**config.mk**
```make
export PLATFORM = sky130hd
export DESIGN_NAME = issue_scheduler
export DESIGN_NICKNAME = d
export VERILOG_FILES = /design/src/rtl/pa_pkg.sv /design/src/rtl/sched_scoreboard.sv /design/src/rtl/issue_scheduler.sv
export SDC_FILE = /design/constraint.sdc
export NUM_CORES = 1
export LEC_CHECK = 0
export ABC_AREA = 1
export CAP_MARGIN = 10
export CORE_ASPECT_RATIO = 1.2
export CORE_MARGIN = 8
export CORE_UTILIZATION = 49
export DETAILED_ROUTE_END_ITERATION = 16
export GPL_ROUTABILITY_DRIVEN = 0
export GPL_TIMING_DRIVEN = 0
export PLACE_DENSITY = 0.89
export SYNTH_ARGS = -nofsm -noshare
export SYNTH_HDL_FRONTEND = slang
export SYNTH_SLANG_ARGS = --single-unit
```
**constraint.sdc**
```tcl
create_clock -name clock_i -period 3.1 [get_ports clock_i]
set_input_delay 0.31 -clock clock_i [delete_from_list [all_inputs] [get_ports clock_i]]
set_output_delay 0.31 -clock clock_i [all_outputs]
set_load 0.02 [all_outputs]
```
**src/rtl/pa_pkg.sv**
```systemverilog
// Shared parser/scheduler types: parsed instruction record, scheduler state
// encoding and the widths used across the front end.
package pa_pkg;
  localparam int NUM_REGS     = 32;
  localparam int REG_W        = 5;
  localparam int OPCODE_W     = 7;
  localparam int OPERAND_W    = 16;
  localparam int MAX_INFLIGHT = 4;
  localparam int INFLIGHT_W   = 3;

  localparam logic [INFLIGHT_W-1:0] MAX_INF = INFLIGHT_W'(MAX_INFLIGHT);

  typedef enum logic {
    IDLE        = 1'b0,
    BRANCH_WAIT = 1'b1
  } sched_state_t;

  typedef struct packed {
    logic                 format;
    logic                 is_branch;
    logic [OPCODE_W-1:0]  opcode;
    logic [REG_W-1:0]     prim;
    logic [OPERAND_W-1:0] sec;
  } parsed_instr_t;

  // In the 19-bit format the secondary operand names a register in its low bits.
  function automatic logic [REG_W-1:0] sec_reg(input parsed_instr_t instr);
    return instr.sec[REG_W-1:0];
  endfunction
endpackage

```
**src/rtl/sched_scoreboard.sv**
```systemverilog
// Register busy vector: one set and one clear port per cycle (set wins on a
// collision) and two combinational read ports for hazard lookup.
module sched_scoreboard
  import pa_pkg::*;
(
  input  logic                clock_i,
  input  logic                reset_i,
  input  logic                set_en_i,
  input  logic [REG_W-1:0]    set_idx_i,
  input  logic                clr_en_i,
  input  logic [REG_W-1:0]    clr_idx_i,
  input  logic [REG_W-1:0]    rd_a_idx_i,
  input  logic [REG_W-1:0]    rd_b_idx_i,
  output logic                rd_a_o,
  output logic                rd_b_o,
  output logic [NUM_REGS-1:0] busy_o
);
  logic [NUM_REGS-1:0] busy_q, busy_d;

  always_comb begin
    busy_d = busy_q;
    if (clr_en_i) busy_d[clr_idx_i] = 1'b0;
    if (set_en_i) busy_d[set_idx_i] = 1'b1;
  end

  always_ff @(posedge clock_i) begin
    if (reset_i) busy_q <= '0;
    else         busy_q <= busy_d;
  end

  assign rd_a_o = busy_q[rd_a_idx_i];
  assign rd_b_o = busy_q[rd_b_idx_i];
  assign busy_o = busy_q;
endmodule

```
**src/rtl/issue_scheduler.sv**
```systemverilog
// Single-entry hold stage between Parser and execute: hazard check against the
// busy scoreboard, issue slot, writer-inflight limit and branch serialisation.
//
// Issue handshake: a slot transfers on a clock edge where issueValid_o and
// issueReady_i are both high; while issueValid_o is high and issueReady_i is
// low the slot and all issue fields hold steady. Parser side: an instruction
// is taken on an edge where enable_i is high and shouldStalled_o is low.
module issue_scheduler
  import pa_pkg::*;
(
  input  logic                  clock_i,
  input  logic                  reset_i,
  input  logic                  enable_i,
  input  logic                  format_i,
  input  logic                  isBranch_i,
  input  logic [OPCODE_W-1:0]   opcode_i,
  input  logic [REG_W-1:0]      primOperand_i,
  input  logic [OPERAND_W-1:0]  secOperand_i,
  output logic                  shouldStalled_o,
  output logic                  issueValid_o,
  input  logic                  issueReady_i,
  output logic                  issueFormat_o,
  output logic                  issueBranch_o,
  output logic [OPCODE_W-1:0]   issueOpcode_o,
  output logic [REG_W-1:0]      issuePrim_o,
  output logic [OPERAND_W-1:0]  issueSec_o,
  input  logic                  wbValid_i,
  input  logic [REG_W-1:0]      wbReg_i,
  input  logic                  branchResolved_i,
  output sched_state_t          dbg_state_o,
  output logic [NUM_REGS-1:0]   dbg_busy_o,
  output logic [INFLIGHT_W-1:0] dbg_inflight_o
);
  sched_state_t            state_q, state_d;
  logic                    hold_valid_q, hold_valid_d;
  parsed_instr_t           hold_q, hold_d;
  logic                    issue_valid_q, issue_valid_d;
  parsed_instr_t           issue_q, issue_d;
  logic [INFLIGHT_W-1:0]   inflight_q, inflight_d;

  parsed_instr_t in_instr;
  logic prim_busy, sec_busy, hazard, slot_free, issue_fire, writer_fire;
  logic stall, hold_load;

  assign in_instr = '{format: format_i, is_branch: isBranch_i, opcode: opcode_i,
                      prim: primOperand_i, sec: secOperand_i};

  sched_scoreboard u_scoreboard (
    .clock_i    (clock_i),
    .reset_i    (reset_i),
    .set_en_i   (writer_fire),
    .set_idx_i  (hold_q.prim),
    .clr_en_i   (wbValid_i),
    .clr_idx_i  (wbReg_i),
    .rd_a_idx_i (hold_q.prim),
    .rd_b_idx_i (sec_reg(hold_q)),
    .rd_a_o     (prim_busy),
    .rd_b_o     (sec_busy),
    .busy_o     (dbg_busy_o)
  );

  // Hazards read the registered scoreboard only; a same-cycle writeback is not bypassed.
  always_comb begin
    hazard      = prim_busy | (!hold_q.format & sec_busy);
    slot_free   = !issue_valid_q | issueReady_i;
    issue_fire  = hold_valid_q & !hazard & slot_free & (state_q == IDLE) &
                  (hold_q.is_branch | (inflight_q < MAX_INF));
    writer_fire = issue_fire & !hold_q.is_branch;
    stall       = (state_q == BRANCH_WAIT) | (hold_valid_q & !issue_fire) |
                  (hold_valid_q & hold_q.is_branch);
    hold_load   = enable_i & !stall;
  end

  always_comb begin
    hold_valid_d  = hold_valid_q;
    hold_d        = hold_q;
    issue_valid_d = issue_valid_q;
    issue_d       = issue_q;
    if (issue_fire) hold_valid_d = 1'b0;
    if (hold_load) begin
      hold_valid_d = 1'b1;
      hold_d       = in_instr;
    end
    if (issue_fire) begin
      issue_valid_d = 1'b1;
      issue_d       = hold_q;
    end else if (issueReady_i) begin
      issue_valid_d = 1'b0;
    end
  end

  // Counter cannot exceed MAX_INF (fire is gated on it) nor drop below zero.
  always_comb begin
    inflight_d = inflight_q;
    if (writer_fire && !wbValid_i && inflight_q != MAX_INF)
      inflight_d = inflight_q + INFLIGHT_W'(1);
    else if (!writer_fire && wbValid_i && inflight_q != '0)
      inflight_d = inflight_q - INFLIGHT_W'(1);
  end

  always_comb begin
    state_d = state_q;
    case (state_q)
      IDLE:        if (issue_fire && hold_q.is_branch) state_d = BRANCH_WAIT;
      BRANCH_WAIT: if (branchResolved_i) state_d = IDLE;
      default:     state_d = IDLE;
    endcase
  end

  always_ff @(posedge clock_i) begin
    if (reset_i) begin
      state_q       <= IDLE;
      hold_valid_q  <= 1'b0;
      hold_q        <= '0;
      issue_valid_q <= 1'b0;
      issue_q       <= '0;
      inflight_q    <= '0;
    end else begin
      state_q       <= state_d;
      hold_valid_q  <= hold_valid_d;
      hold_q        <= hold_d;
      issue_valid_q <= issue_valid_d;
      issue_q       <= issue_d;
      inflight_q    <= inflight_d;
    end
  end

  assign shouldStalled_o = stall;
  assign issueValid_o    = issue_valid_q;
  assign issueFormat_o   = issue_q.format;
  assign issueBranch_o   = issue_q.is_branch;
  assign issueOpcode_o   = issue_q.opcode;
  assign issuePrim_o     = issue_q.prim;
  assign issueSec_o      = issue_q.sec;
  assign dbg_state_o     = state_q;
  assign dbg_inflight_o  = inflight_q;
endmodule

```
==> Yosys cells after proc, flatten, opt, wreduce, memory -nomap -nowiden <==
Index checks and enable logic that the tools add are counted.
Widths: inputs -> output; s select.
{ "word_totals": {"out_inout_bits": 68, "input_bits": 41, "wordCells": 80, "regBits": 98} }
{ "op_classes": {"magnitude_cmp": 6, "bitwise": 18, "n_eq_ne": 1, "addsub": 2, "n_reduce_logical": 19, "mux": 19} }
{ "ops": {"columns": ["op", "n"], "rows": [
  ["$mux 32", 2],
  ["$and 32x32->32", 1],
  ["$not 32->32", 1],
  ["$or 32x32->32", 1],
  ["$lt 5x6->1 const B", 3],
  ["$bmux 1 s5", 2],
  ["$demux 1 s5", 2],
  ["$ge 5x1->1 const B", 2],
  ["$mux 1", 10],
  ["$and 1x1->1", 9],
  ["$logic_not 1->1", 8],
  ["$logic_and 1x1->1", 7],
  ["$mux 3", 2],
  ["$reduce_bool 2->1", 3],
  ["$or 1x1->1", 5],
  ["$add 3x1->3 const B", 1],
  ["$lt 3x3->1 const B", 1],
  ["$ne 3x3->1 const B", 1],
  ["$reduce_bool 3->1", 1],
  ["$sub 3x1->3 const B", 1],
  ["$pmux 1 s2", 1],
  ["$not 1->1", 1]
]} }

==> Longest topological paths before layout <==
{ "logic_depth": {"ltp_word": 16, "ltp_mapped": 18} }

==> Modules after synthesis <==
From an unflattened synthesis, not the netlist that was laid out.
{ "unflattened": {"cells_unflattened": 665, "hier_area_um2": 4459.3} }
{ "by_module_without_submodules": {"columns": ["mod", "n_inst", "area_each_um2", "cells_per_inst"], "rows": [
  ["issue_scheduler", 1, 2496.1, 343],
  ["sched_scoreboard", 1, 1963.1, 322]
]} }

==> Least setup slack after synthesis <==
OpenSTA, ideal clock, no wires.
{ "synth_timing": {"path_type": "register -> register", "start": "register hold_q[17] (netlist bit)", "end": "register inflight_q[2] (netlist: dbg_inflight_o[2])", "setup_slack_ns": 0.878, "arrival_time_ns": 2.107, "required_ns": 2.985, "stages_incl_launch_ff": 16, "synth_period_minus_slack_ns": 2.222, "n_path_buf": 2, "cell_sequence": "dfxtp_1 buf_4 inv_2 nor2_1 buf_2 a22oi_1 nand2_1 nand2_1 nand2_1 nor2_2 nand4_1 fa_1 inv_1 nand2_1 a21oi_1 nor2_1"} }
{ "synth_via": {"elab_chain_len": 13} }
{ "synth_lines": {"columns": ["element", "line", "rtl"], "rows": [
  ["from (decl)", "issue_scheduler.sv:36", "parsed_instr_t hold_q, hold_d;"],
  ["from (signal assigned)", "issue_scheduler.sv:121", "hold_q <= hold_d;"],
  ["$bmux 1 s5 *", "sched_scoreboard.sv:31", "assign rd_a_o = busy_q[rd_a_idx_i];"],
  ["$mux 1 (not written as such) *", "sched_scoreboard.sv:31", null],
  ["$or 1x1->1 *", "issue_scheduler.sv:64", "hazard = prim_busy | (!hold_q.format & sec_busy);"],
  ["$logic_not 1->1 *", "issue_scheduler.sv:66", "issue_fire = hold_valid_q & !hazard & slot_free & (state_q == IDLE) &"],
  ["$and 1x1->1 * (4 in series)", "issue_scheduler.sv:66", null],
  ["$and 1x1->1 *", "issue_scheduler.sv:68", "writer_fire = issue_fire & !hold_q.is_branch;"],
  ["$logic_not 1->1", "issue_scheduler.sv:97", "else if (!writer_fire && wbValid_i && inflight_q != '0)"],
  ["$logic_and 1x1->1 (2 in series)", "issue_scheduler.sv:97", null],
  ["$reduce_bool 2->1 (no source line)", null, null],
  ["to (signal assigned)", "issue_scheduler.sv:124", "inflight_q <= inflight_d;"],
  ["to (decl)", "issue_scheduler.sv:39", "logic [INFLIGHT_W-1:0] inflight_q, inflight_d;"]
]} }
Mark *: on every way between the ends. The rest lies on a longest branch, timed or not. The select of a mux whose other input is x is not followed.
A chain may end at the register's enable or synchronous reset.

==> Final worst setup path <==
{ "layout_timing": {"start": "register hold_q[20] (netlist bit)", "end": "output port shouldStalled_o"} }
{ "layout_via": {"elab_chain_len": 12} }
{ "layout_lines": {"columns": ["element", "line", "rtl"], "rows": [
  ["$bmux 1 s5", "sched_scoreboard.sv:31", null],
  ["$mux 1 (not written as such)", "sched_scoreboard.sv:31", null],
  ["$or 1x1->1", "issue_scheduler.sv:64", null],
  ["$logic_not 1->1", "issue_scheduler.sv:66", null],
  ["$and 1x1->1 (4 in series)", "issue_scheduler.sv:66", null],
  ["$logic_not 1->1", "issue_scheduler.sv:69", "stall = (state_q == BRANCH_WAIT) | (hold_valid_q & !issue_fire) |"],
  ["$and 1x1->1", "issue_scheduler.sv:69", null],
  ["$or 1x1->1 (2 in series)", "issue_scheduler.sv:69", null],
  ["to (decl)", "issue_scheduler.sv:19", "output logic shouldStalled_o,"]
]} }
Every way passes these cells. The select of a mux whose other input is x is not followed.

==> results.toml <==
[outcome]
status = "finished, final reports clean"

[route]
highest_layer = "met4"
wl_um = 14480
route.vias.total = 4959
antenna_left = 0
firstDrtPassIters = 5
post_drt_wl_per_cell_um = 16.12
drt-vias-per-instance = 5.522
wl_met1_um = 5464
dr_wl_met3_um = 1650
drcViolationCount = 0
wl_met2_um = 6850
drtIter0Drc = 504

[setup_path]
cp.arrival_ns = 2.45
cp_common_cell = "nand2_1"
cp_cell_sequence = "inv_1, nor3_1, nand2_1, nand2_1, nor2_2, nand3_2, nand2_2, nand2_1, dlymetal6s2s_1"
slowest_stage = "nor3_1"
cp_num_buf_inv = 2
crit_path_max_incr_delay_ns = 0.61
critical_path_class = "reg -> out"
critPathCaptureType = "output pin"
crit_family = "simple AND/OR/NAND/NOR gates"
critPathRequiredTime_ns = 2.79
start_kind = "flip-flop"
crit_fanout = 7

[clock_network]
insertion_delay_ns = 0.39
cts_tree = "done"
clockRootBuffer = "clkbuf_8"
clock_sinks = 98
cts-buffers-inserted = 9
htree_levels = 3
cts_hold_buffers = 0
clock_path_buffers = 2
clk_pin_slew_ns = 0.10

[sta]
maxSlewViolCount = 0
holdWs_ns = 0.4605
tns_ns = 0
rsz0062_at_grt = "no"
finalCriticalPeriod_ns = 2.762
finalHoldViolCount = 0
tightest_slew_ns = 0.7264
fin_crit_sh_pct = 89.10
final-setup-viol-count = 0
fmax_ghz = 0.3620
slew_headroom_pct = 51.20
finClkSkew_ns = 0.01456

[cells_and_area]
final_cell_mix = "nand2_1, clkdlybuf4s50_1, dfxtp_1, nor2_1, nand3_1"
layout.cells.non_filler = 898
nFillCells = 805
stdcell_area_um2 = 5862
area_growth_pct = 31.82
drive_above_1_share_pct = 6.684
layout_commonest_cell = "nand2_1"
fin_nets = 816
seq_area_um2 = 1962
multi_input_area_um2 = 2135
n_antenna_cell = 0

[power_and_ir_drop]
internal_power_mw = 2.092
pwr-share-seq_pct = 45.5
ir_drop_mv = 0.4494
switchingPower_mw = 1.192
power_frac_comb_pct = 31.1
swShare_pct = 36.30
p_per_area_nw_per_um2 = 560.2
p_leak_nw = 2.462
clkPwrFrac_pct = 23.3

[placed_design]
dp.cells = 884
placed_area_um2 = 5678
dp_hpwl_um = 10520
io_buffers = 108

[logic_synthesis]
synth_area_um2 = 4447
mappedNetlistNets = 698
ys_seq_elements = 98
ys_seq_area_share_pct = 44.12
synth_cells = 656
yosysWarnings = 0
yosysUniqueCellTypes = 24
avgSynthCellArea_um2 = 6.779

[global_routing]
grt_pass1_wl_um = 23540
grt_usage_pct = 24.03
grt_max_degree = 19
grt_antenna_before_repair = 0
grt_overflow_total = 0
grt_pass1_vias = 4929

[floorplanning]
core_um2 = 8939
ios = 109
die_h_um = 120.4
die_width_um = 103.0
initial_core_util_pct = 49.75
row_count = 38
die-area_um2 = 12390

[worst_hold_path]
hp-class = "reg -> reg"

[run]
cap_violations = 0
-- power by group through the flow --
stage,clock network [mW],registers [mW],logic (mW)
after floorplan,0,1.61,0.487
after global placement,0,1.51,0.973
after detailed placement,0,1.52,1.01
after CTS,0.766,1.49,1.01
after global routing,0.822,1.51,1.11
final,0.766,1.50,1.02
-- cells in the mapped netlist --
| library cell | instances | area, um^2 |
|---|---|---|
| a21oi_1 | 67 | 335.3 |
| a22oi_1 | 4 | 30.03 |
| buf_2 | 19 | 95.09 |
| buf_4 | 5 | 37.54 |
| buf_6 | 2 | 22.52 |
| clkbuf_1 | 9 | 33.78 |
| clkinv_1 | 1 | 3.750 |
| dfxtp_1 | 98 | 1962 |
| fa_1 | 1 | 20.02 |
| inv_1 | 42 | 157.7 |
| inv_2 | 4 | 15.01 |
| nand2_1 | 181 | 679.4 |
| nand2_2 | 1 | 6.260 |
| nand3_1 | 71 | 355.3 |
| nand3_2 | 1 | 10.01 |
| nand3_4 | 1 | 17.52 |
| nand3b_1 | 3 | 22.52 |
| nand4_1 | 1 | 6.260 |
| nor2_1 | 73 | 274.0 |
| nor2_2 | 1 | 6.260 |
| nor3_1 | 8 | 40.04 |
| o21ai_0 | 61 | 305.3 |
| o21ai_1 | 1 | 5.000 |
| or2_2 | 1 | 6.260 |
-- what timing repair did --
item	CTS	global route
endpoints found under the setup margin	1	1
resized for setup	2	5
pin swaps	0	0
buffers inserted	0	0
endpoints found under the hold margin	0	0
-- kinds of logic (layout without fill, tap and decap cells) --
logic type / after synthesis / count (layout) / share of synthesized area (%)
buffers and inverters: 82 / 204 / 8.216
AO/OA/AOI/OAI: 133 / 133 / 15.19
AND/OR/NAND/NOR: 342 / 342 / 32.02
adder cells (fa/ha/maj): 1 / 1 / 0.4502
flip-flops: 98 / 98 / 44.12
-- layer usage --
layer  track usage [%]  vias to the layer above
met2             39.25                      319
met4             13.33                        0
met5                 0                        -
met3             6.555                       53
met1             27.58                     2223
li1                  -                     2364
-- state kept, by name, indices dropped and copies added (netlist names) --
signal and count:
dbg_inflight_o 3, dbg_state_o 1, hold_q 30, hold_valid_q 1
issueBranch_o 1, issueFormat_o 1, issueOpcode_o 7, issuePrim_o 5
issueSec_o 16, issueValid_o 1, u_scoreboard.busy_o 32
-- worst min-delay path, stage by stage, from the launching register on --
cell	delay, ns
dfxtp_1	0.31
inv_1	0.06
a21oi_1	0.05
-- through the flow --
step / total power, mW / setup WS (ns) / utilization [%]
6_report: 3.284 / 0.3379 / 65.58
5_1_grt: 3.446 / 0.1861 / 65.58
4_1_cts: 3.270 / 0.001035 / 65.41
3_5_place_dp: 2.523 / 0.4040 / 63.52
3_3_place_gp: 2.485 / 0.3928 / 63.52
2_1_floorplan: 2.098 / 0.8775 / -
-- worst paths after layout --
| path | slack, ns | depth (start not counted) | start | end |
|---|---|---|---|---|
| max | 0.34 | 9 | hold_q[20]$_SDFFE_PP0P_ | shouldStalled_o |
| min | 0.46 | 2 | hold_q[25]$_SDFFE_PP0P_ | issueOpcode_o[4]$_SDFFE_PP0P_ |
| max reg2reg | 0.44 | 15 | hold_q[17]$_SDFFE_PP0P_ | dbg_inflight_o[2]$_SDFFE_PP0P_ |
| min reg2reg | 0.46 | 2 | hold_q[25]$_SDFFE_PP0P_ | issueOpcode_o[4]$_SDFFE_PP0P_ |
-- cell type report --
cell class | count | area share [%]
clock buffer | 10 | 2.177
sequential | 98 | 33.47
buffer | 34 | 3.138
multi-input combinational | 476 | 36.41
clock inverter | 5 | 0.6830
tap | 120 | 2.561
inverter | 47 | 3.074
timing repair buffer | 108 | 18.48
Note: power is estimated with default switching activity, not from simulation.
